`src/rtl/imm_gen_stage.sv`:
```
// Registered RV32I/RV64I immediate-generation stage with a two-entry skid buffer.
// M drives every output; K absorbs one extra accept while M is stalled, so
// in_ready can come straight from a flop with no path from out_ready.
module imm_gen_stage #(
  parameter int XLEN    = 32,
  parameter int EN_RV64 = 0
) (
  input  logic            clk,
  input  logic            rst_n,
  input  logic            flush,
  input  logic            in_valid,
  output logic            in_ready,
  input  logic [31:0]     in_inst,
  input  logic [XLEN-1:0] in_pc,
  output logic            out_valid,
  input  logic            out_ready,
  output logic [31:0]     out_inst,
  output logic [XLEN-1:0] out_pc,
  output logic [XLEN-1:0] out_imm,
  output logic [2:0]      out_fmt,
  output logic            out_illegal
);

  generate
    if (XLEN != 32 && XLEN != 64) begin : g_bad_xlen
      $error("imm_gen_stage: XLEN must be 32 or 64");
    end
  endgenerate

  // The 32-bit-word ops only exist on a 64-bit datapath.
  localparam bit RV64_OPS = (EN_RV64 != 0) && (XLEN == 64);

  localparam logic [6:0] OP_LOAD   = 7'b0000011;
  localparam logic [6:0] OP_FENCE  = 7'b0001111;
  localparam logic [6:0] OP_IMM    = 7'b0010011;
  localparam logic [6:0] OP_AUIPC  = 7'b0010111;
  localparam logic [6:0] OP_IMM32  = 7'b0011011;
  localparam logic [6:0] OP_STORE  = 7'b0100011;
  localparam logic [6:0] OP_OP     = 7'b0110011;
  localparam logic [6:0] OP_LUI    = 7'b0110111;
  localparam logic [6:0] OP_OP32   = 7'b0111011;
  localparam logic [6:0] OP_BRANCH = 7'b1100011;
  localparam logic [6:0] OP_JALR   = 7'b1100111;
  localparam logic [6:0] OP_JAL    = 7'b1101111;
  localparam logic [6:0] OP_SYSTEM = 7'b1110011;

  typedef enum logic [2:0] {
    FMT_NONE = 3'd0,
    FMT_I    = 3'd1,
    FMT_S    = 3'd2,
    FMT_B    = 3'd3,
    FMT_U    = 3'd4,
    FMT_J    = 3'd5
  } fmt_e;

  typedef struct packed {
    logic [31:0]     inst;
    logic [XLEN-1:0] pc;
    logic [XLEN-1:0] imm;
    fmt_e            fmt;
    logic            illegal;
  } entry_t;

  // Candidate immediates; signed size casts perform the sign extension.
  logic [XLEN-1:0] imm_i;
  logic [XLEN-1:0] imm_s;
  logic [XLEN-1:0] imm_b;
  logic [XLEN-1:0] imm_u;
  logic [XLEN-1:0] imm_j;

  assign imm_i = XLEN'($signed(in_inst[31:20]));
  assign imm_s = XLEN'($signed({in_inst[31:25], in_inst[11:7]}));
  assign imm_b = XLEN'($signed({in_inst[31], in_inst[7], in_inst[30:25],
                                in_inst[11:8], 1'b0}));
  assign imm_u = XLEN'($signed({in_inst[31:12], 12'b0}));
  assign imm_j = XLEN'($signed({in_inst[31], in_inst[19:12], in_inst[20],
                                in_inst[30:21], 1'b0}));

  entry_t dec;

  // Opcode decode; every listed opcode ends in 2'b11, so compressed or
  // malformed encodings fall through to the illegal default.
  always_comb begin
    dec.inst    = in_inst;
    dec.pc      = in_pc;
    dec.imm     = '0;
    dec.fmt     = FMT_NONE;
    dec.illegal = 1'b0;
    case (in_inst[6:0])
      OP_LOAD, OP_IMM, OP_JALR, OP_SYSTEM: begin
        dec.fmt = FMT_I;
        dec.imm = imm_i;
      end
      OP_IMM32: begin
        if (RV64_OPS) begin
          dec.fmt = FMT_I;
          dec.imm = imm_i;
        end else begin
          dec.illegal = 1'b1;
        end
      end
      OP_STORE: begin
        dec.fmt = FMT_S;
        dec.imm = imm_s;
      end
      OP_BRANCH: begin
        dec.fmt = FMT_B;
        dec.imm = imm_b;
      end
      OP_LUI, OP_AUIPC: begin
        dec.fmt = FMT_U;
        dec.imm = imm_u;
      end
      OP_JAL: begin
        dec.fmt = FMT_J;
        dec.imm = imm_j;
      end
      OP_OP, OP_FENCE: begin
        dec.fmt = FMT_NONE;
      end
      OP_OP32: begin
        dec.illegal = !RV64_OPS;
      end
      default: begin
        dec.illegal = 1'b1;
      end
    endcase
  end

  entry_t m_q;
  entry_t k_q;
  logic   m_valid;
  logic   k_valid;
  logic   accept;
  logic   emit;
  logic   m_free;

  assign in_ready = !k_valid;
  assign accept   = in_valid && in_ready;
  assign emit     = m_valid && out_ready;
  assign m_free   = !m_valid || emit;

  // Buffer update: M refills from K first to keep order; K only catches an
  // accept that arrives while M is stalled. Flush overrides everything.
  always_ff @(posedge clk or negedge rst_n) begin
    if (!rst_n) begin
      m_valid <= 1'b0;
      k_valid <= 1'b0;
      m_q     <= '0;
      k_q     <= '0;
    end else if (flush) begin
      m_valid <= 1'b0;
      k_valid <= 1'b0;
    end else if (m_free) begin
      if (k_valid) begin
        m_q     <= k_q;
        m_valid <= 1'b1;
        k_valid <= 1'b0;
      end else if (accept) begin
        m_q     <= dec;
        m_valid <= 1'b1;
      end else begin
        m_valid <= 1'b0;
      end
    end else if (accept) begin
      k_q     <= dec;
      k_valid <= 1'b1;
    end
  end

  assign out_valid   = m_valid;
  assign out_inst    = m_q.inst;
  assign out_pc      = m_q.pc;
  assign out_imm     = m_q.imm;
  assign out_fmt     = m_q.fmt;
  assign out_illegal = m_q.illegal;

endmodule

```
`config.mk`:
```
export PLATFORM = sky130hd
export DESIGN_NAME = imm_gen_stage
export DESIGN_NICKNAME = d
export VERILOG_FILES = /design/src/rtl/imm_gen_stage.sv
export SDC_FILE = /design/constraint.sdc
export NUM_CORES = 1
export LEC_CHECK = 0
export ABC_AREA = 1
export BUFFER_PORTS_ARGS = -buffer_cell sky130_fd_sc_hd__buf_2
export CORE_ASPECT_RATIO = 0.9
export CORE_MARGIN = 2
export CORE_UTILIZATION = 35
export DETAILED_ROUTE_END_ITERATION = 6
export PLACE_DENSITY_LB_ADDON = 0.08
export SKIP_LAST_GASP = 1
export SYNTH_ARGS = -nofsm -noshare
export SYNTH_HDL_FRONTEND = slang
export SYNTH_SLANG_ARGS = --single-unit
```
`constraint.sdc`:
```
create_clock -name clk -period 2.8 [get_ports clk]
set_input_delay 0.42 -clock clk [delete_from_list [all_inputs] [get_ports clk]]
set_output_delay 0.42 -clock clk [all_outputs]
set_load 0.1 [all_outputs]
```
# [Word level (Yosys, flattened, before mapping)]
# Cells that the tools add are included.
[word_totals] inputBits=69 reg_bits=202 elab_cells=50
[classes] n_eq_ne=11 n_bitwise=2 muxes=12 reduce_logical=13
[op_table] op="$mux 100" n=2
[op_table] op="$pmux 32 s5" n=1
[op_table] op="$eq 7x7->1 const B" n=4
[op_table] op="$eq 7x6->1 const B" n=3
[op_table] op="$pmux 3 s5" n=1
[op_table] op="$eq 7x5->1 const B" n=2
[op_table] op="$reduce_or 11->1" n=1
[op_table] op="$mux 1" n=8
[op_table] op="$eq 7x2->1 const B" n=1
[op_table] op="$eq 7x4->1 const B" n=1
[op_table] op="$reduce_and 3->1" n=2
[op_table] op="$reduce_bool 2->1" n=2
[op_table] op="$reduce_or 4->1" n=1
[op_table] op="$reduce_bool 3->1" n=1
[op_table] op="$logic_and 1x1->1" n=2
[op_table] op="$logic_not 1->1" n=2
[op_table] op="$not 1->1" n=2
[op_table] op="$reduce_or 2->1" n=1
[op_table] op="$logic_or 1x1->1" n=1

# [Depth between registers and ports, before layout]
[logic_depth] word_depth=6 depth_mapped=10

# [Worst setup path before layout]
# Ideal clock, no wire load.
[synth_path] kind="reg2reg" from="register m_valid (netlist: out_valid)" to="register k_q[27] (netlist name)" period_less_slack_ns=1.968 slack_ns=0.832 arrival_ns=1.836 n_path_buf=1 stages_incl_launch_ff=7 path_cell_list="dfrtp_1 > nand2_1 > nor2_1 > nand3_1 > inv_2 > buf_2 > a31oi_2"
[synth_between] elab_chain_cells=4 elab_cells_between_ends=5 cone_classes="bitwise (1); reduce/logical (4)"
[synth_lines] item="start, declared" line_no="132" source="logic m_valid;"
[synth_lines] item="start signal, assigned" line_no="147" source="m_valid <= 1'b0;"
[synth_lines] item="start signal, assigned" line_no="152" source="m_valid <= 1'b0;"
[synth_lines] item="start signal, assigned" line_no="157" source="m_valid <= 1'b1;"
[synth_lines] item="$logic_not 1->1 or $logic_and 1x1->1 (tied branches)" line_no="141, 140"
[synth_lines] item="$logic_or 1x1->1 *" line_no="141" source="assign m_free = !m_valid || emit;"
[synth_lines] item="$not 1->1 (no source line) *"
[synth_lines] item="$reduce_and 3->1 (no source line) *"
[synth_lines] item="end signal, assigned" line_no="150" source="k_q <= '0;"
[synth_lines] item="end signal, assigned" line_no="166" source="k_q <= dec;"
[synth_lines] item="end, declared" line_no="131" source="entry_t k_q;"
# Mark *: on every way between the ends. The rest lies on a longest branch, timed or not.
# A chain may end at the register's enable or synchronous reset.

# [Final worst setup path]
[layout_path] from="register k_valid" to="output in_ready"
[layout_between] elab_chain_cells=1
[layout_lines] item="start, declared" line_no="133" source="logic k_valid;"
[layout_lines] item="start signal, assigned" line_no="148" source="k_valid <= 1'b0;"
[layout_lines] item="start signal, assigned" line_no="153" source="k_valid <= 1'b0;"
[layout_lines] item="start signal, assigned" line_no="158" source="k_valid <= 1'b0;"
[layout_lines] item="$logic_not 1->1" line_no="138" source="assign in_ready = !k_valid;"
[layout_lines] item="end, declared" line_no="12" source="output logic in_ready,"
# No other way between the ends.

==> run summary <==
## Logic synthesis
* dominant cell by count in the synthesized netlist: sky130_fd_sc_hd__nand2_1
* largest family of logic cells by synthesized area: simple AND/OR/NAND/NOR gates
* most common flop cell mapped by yosys: sky130_fd_sc_hd__dfrtp_1
* multiplexer share of the synthesized area: 0%
* post-synth top area cell: sky130_fd_sc_hd__dfrtp_1
* XOR/XNOR share of the synthesized area: 0%
* fraction of the mapped netlist area in compound gates: 14.65%
* Avg Cell Area, Syn: 8.127 µm²
* Async SR Flop Fraction: 100.0%
* cell count after synthesis: 1136
* basic-gate share of the synthesized area counting and, or, nand and nor cells: 23.11%
* library cells used by synthesis: 29
* number of nets in the synthesized netlist: 1205
* Cell Area, Synth: 9233 µm²
* synth top area cells: sky130_fd_sc_hd__dfrtp_1 55%, sky130_fd_sc_hd__nand2_1 15%, sky130_fd_sc_hd__o21ai_0 10%
* yosys warns: 0
* number of enable flip-flop cells after synthesis: 0
* flop and latch count out of synthesis: 202
* top cell types by occurrence after synthesis: 370 x sky130_fd_sc_hd__nand2_1, 202 x sky130_fd_sc_hd__dfrtp_1, 186 x sky130_fd_sc_hd__o21ai_0
* Adder-Cell Fraction of Synth Area: 0%
* Seq/Total Area, Yosys: 54.75%
* fraction of synthesized cell area taken by the top area cell type: 54.75%

## Timing
* unrepaired setup endpoints after global routing: no
* min Tclk post-route: 2.113 ns
* final period utilization: 75.48%
* Final TNS setup: 0 ns
* worst clock skew: 0.01418 ns
* highest attainable clock frequency: 0.4732 GHz
* final max-slew violation count: 0
* relative max-transition margin: 57.96%
* setup slack of the critical path after layout: 0.6866 ns
* total of endpoints with negative setup slack in the final report: 0
* measured slew at the worst slew-check pin: 0.6305 ns
* number of hold violations in the final report: 0

## Cells and area
* # nets final: 1349
* Layout Cells excl Fill: 1644
* total area of sequential cells: 5055 µm²
* Util after Layout: 43.14%
* filler instances: 2677
* fraction of layout cells with a size suffix above 1: 20.08%
* area overhead of the layout relative to synthesis: 21.45%
* area of the multi-input gates: 3498 µm²

## Global routing
* first-pass GRT wire length: 39.59 mm
* Total Routing Usage GR: 17.79%
* Congestion Overflow GR: 0
* pin count of the biggest net entering global routing: 140
* vias in the first global route: 7163
* number of antenna violations at the first check in global routing: 5

## Routing
* residual antenna-violating net count after detailed routing: 0
* WL/cell: 14.89 µm
* total detailed-routing wirelength: 24.48 mm
* number of detailed-routing iterations run before antenna repair: 5
* vias per cell: 4.647
* DRC: 0
* overall via count from detail_route: 7640
* iteration-0 DRC count of the detailed router: 466

## Floorplanning
* Rows: 56
* vertical die dimension: 158.1 µm
* ports placed on the boundary: 171
* area of the die: 27700 µm²
* die width: 175.2 µm
* initial core utilization: 35.52%
* core footprint: 25990 µm²

## Placed design
* Setup WS pre-CTS: 0.8108 ns
* number of buffer cells added on primary ports: 170
* global placement routability congestion: 0.7597
* placed instance count: 1602
* Final HPWL DP: 16.18 mm

## Clock tree
* Root Buffer Master: sky130_fd_sc_hd__clkbuf_16
* clock latency reported for the late side of the worst-skew pair: 0.51 ns
* count of buffers added by post-CTS timing repair for setup: 0
* TritonCTS clock tree: done
* buffer depth of the longest clock path: 3
* clk slew on worst S/H paths: 0.06 ns
* CTS sink count: 202
* cts bufs inserted: 23
* H-tree levels: 1

## Status
* result of the run: finished, final reports clean

## Worst setup path
* launching element type of the critical path: flop
* maximum fanout along the worst path: 112
* Critical Path RT: 2.38 ns
* Buf+Inv Stages, Crit Path: 3
* worst endpoint data arrival time: 1.69 ns
* Top cell by count, worst path: sky130_fd_sc_hd__buf_12
* cell chain of the critical path: inv_4 -> buf_12 -> buf_12
* cell family with the largest share of critical-path delay: buffers and inverters
* cell with the largest stage delay on the worst path: sky130_fd_sc_hd__dfrtp_1
* CP Class: reg2out
* delay of the slowest critical-path stage: 0.44 ns
* crit end category: output port

## Power
* Peak supply drop: 462.9 µV
* power per cell area: 825.8 nW/µm²
* Overall Power: 0.009260 W
* reported leakage power: 6.121 nW

## Flow run
* max-capacitance violation count: 0

## Min path
* type of the most critical hold path: in2reg

[routing by layer]
layer	up-vias	track usage [%]	routed length [µm]
met5	-	0	41
met1	3505	26.44	12110
met3	42	3.650	1309
met2	163	26.40	10470
met4	6	4.365	544
li1	3924	-	-
[registers in the layout, indices dropped and copies added (netlist names)]
signal       cells
out_pc          32
k_valid          1
out_illegal      1
out_valid        1
k_q            100
out_imm         32
out_inst        32
out_fmt          3
[repair_timing]
item | CTS | global route
resized for setup | 0 | 0
endpoints found under the hold margin | 62 | 0
hold buffers | 1 | 0
[metrics by stage]
stage | hold slack, ns | area (µm²)
floorplan | 0.1244 | 9233
global placement | 0.4558 | 10400
detailed placement | 0.4589 | 10400
CTS | 0.1247 | 11210
global route | 0.1304 | 11210
finish | 0.1506 | 11210
[worst paths after layout]
path	cells past startpoint	slack, ns	end	from
max in group asynchronous	3	1.57	out_imm[8]	rst_n
hold reg to reg	2	0.47	out_inst[30]	out_inst[30]
setup / recovery	3	0.69	in_ready	k_valid
hold / removal	2	0.15	out_valid	flush
setup reg to reg	8	1.10	out_imm[1]	out_valid
min in group asynchronous	2	0.50	k_q[43]	rst_n
[cell usage in the layout (no fill, tap or decap), types with 2 or more instances in the layout]
cell and n:
sky130_fd_sc_hd__a21oi_1 21, sky130_fd_sc_hd__a31oi_1 4, sky130_fd_sc_hd__a31oi_2 10, sky130_fd_sc_hd__buf_12 7, sky130_fd_sc_hd__buf_2 168, sky130_fd_sc_hd__buf_4 11
sky130_fd_sc_hd__bufinv_16 2, sky130_fd_sc_hd__clkbuf_1 2, sky130_fd_sc_hd__clkbuf_16 23, sky130_fd_sc_hd__clkbuf_8 12, sky130_fd_sc_hd__clkinv_2 2, sky130_fd_sc_hd__dfrtp_1 202
sky130_fd_sc_hd__inv_1 79, sky130_fd_sc_hd__inv_2 5, sky130_fd_sc_hd__nand2_1 370, sky130_fd_sc_hd__nand2_2 7, sky130_fd_sc_hd__nand2_4 2, sky130_fd_sc_hd__nand3_1 36
sky130_fd_sc_hd__nand4_1 12, sky130_fd_sc_hd__nor2_1 91, sky130_fd_sc_hd__nor2_2 2, sky130_fd_sc_hd__nor2_4 2, sky130_fd_sc_hd__o21ai_0 186, sky130_fd_sc_hd__o21ai_1 27
[cell families (layout without fill, tap and decap cells)]
| logic type | after synthesis | in the layout |
|---|---|---|
| other | 0 | 1 |
| buffers and inverters | 155 | 314 |
| AOI/OAI and AO/OA | 252 | 252 |
| DFF | 202 | 202 |
| and+or+nand+nor | 527 | 527 |
[power by group]
part / internal [W] / switching [W]
logic: 0.000457 / 0.00198
clock network: 0.00197 / 0.00120
registers: 0.00341 / 0.000238
total: 0.00584 / 0.00342
[layout make-up]
type	count	share of cell area [%]
diodes	1	0.02232
clock buffers	36	6.550
clock inverters	4	0.6249
inverters	86	2.946
multi-input cells	779	31.20
flip-flops and latches	202	45.08
well taps	348	3.883
repair buffers	188	9.696
No activity file was read; power rests on OpenSTA's default activity.
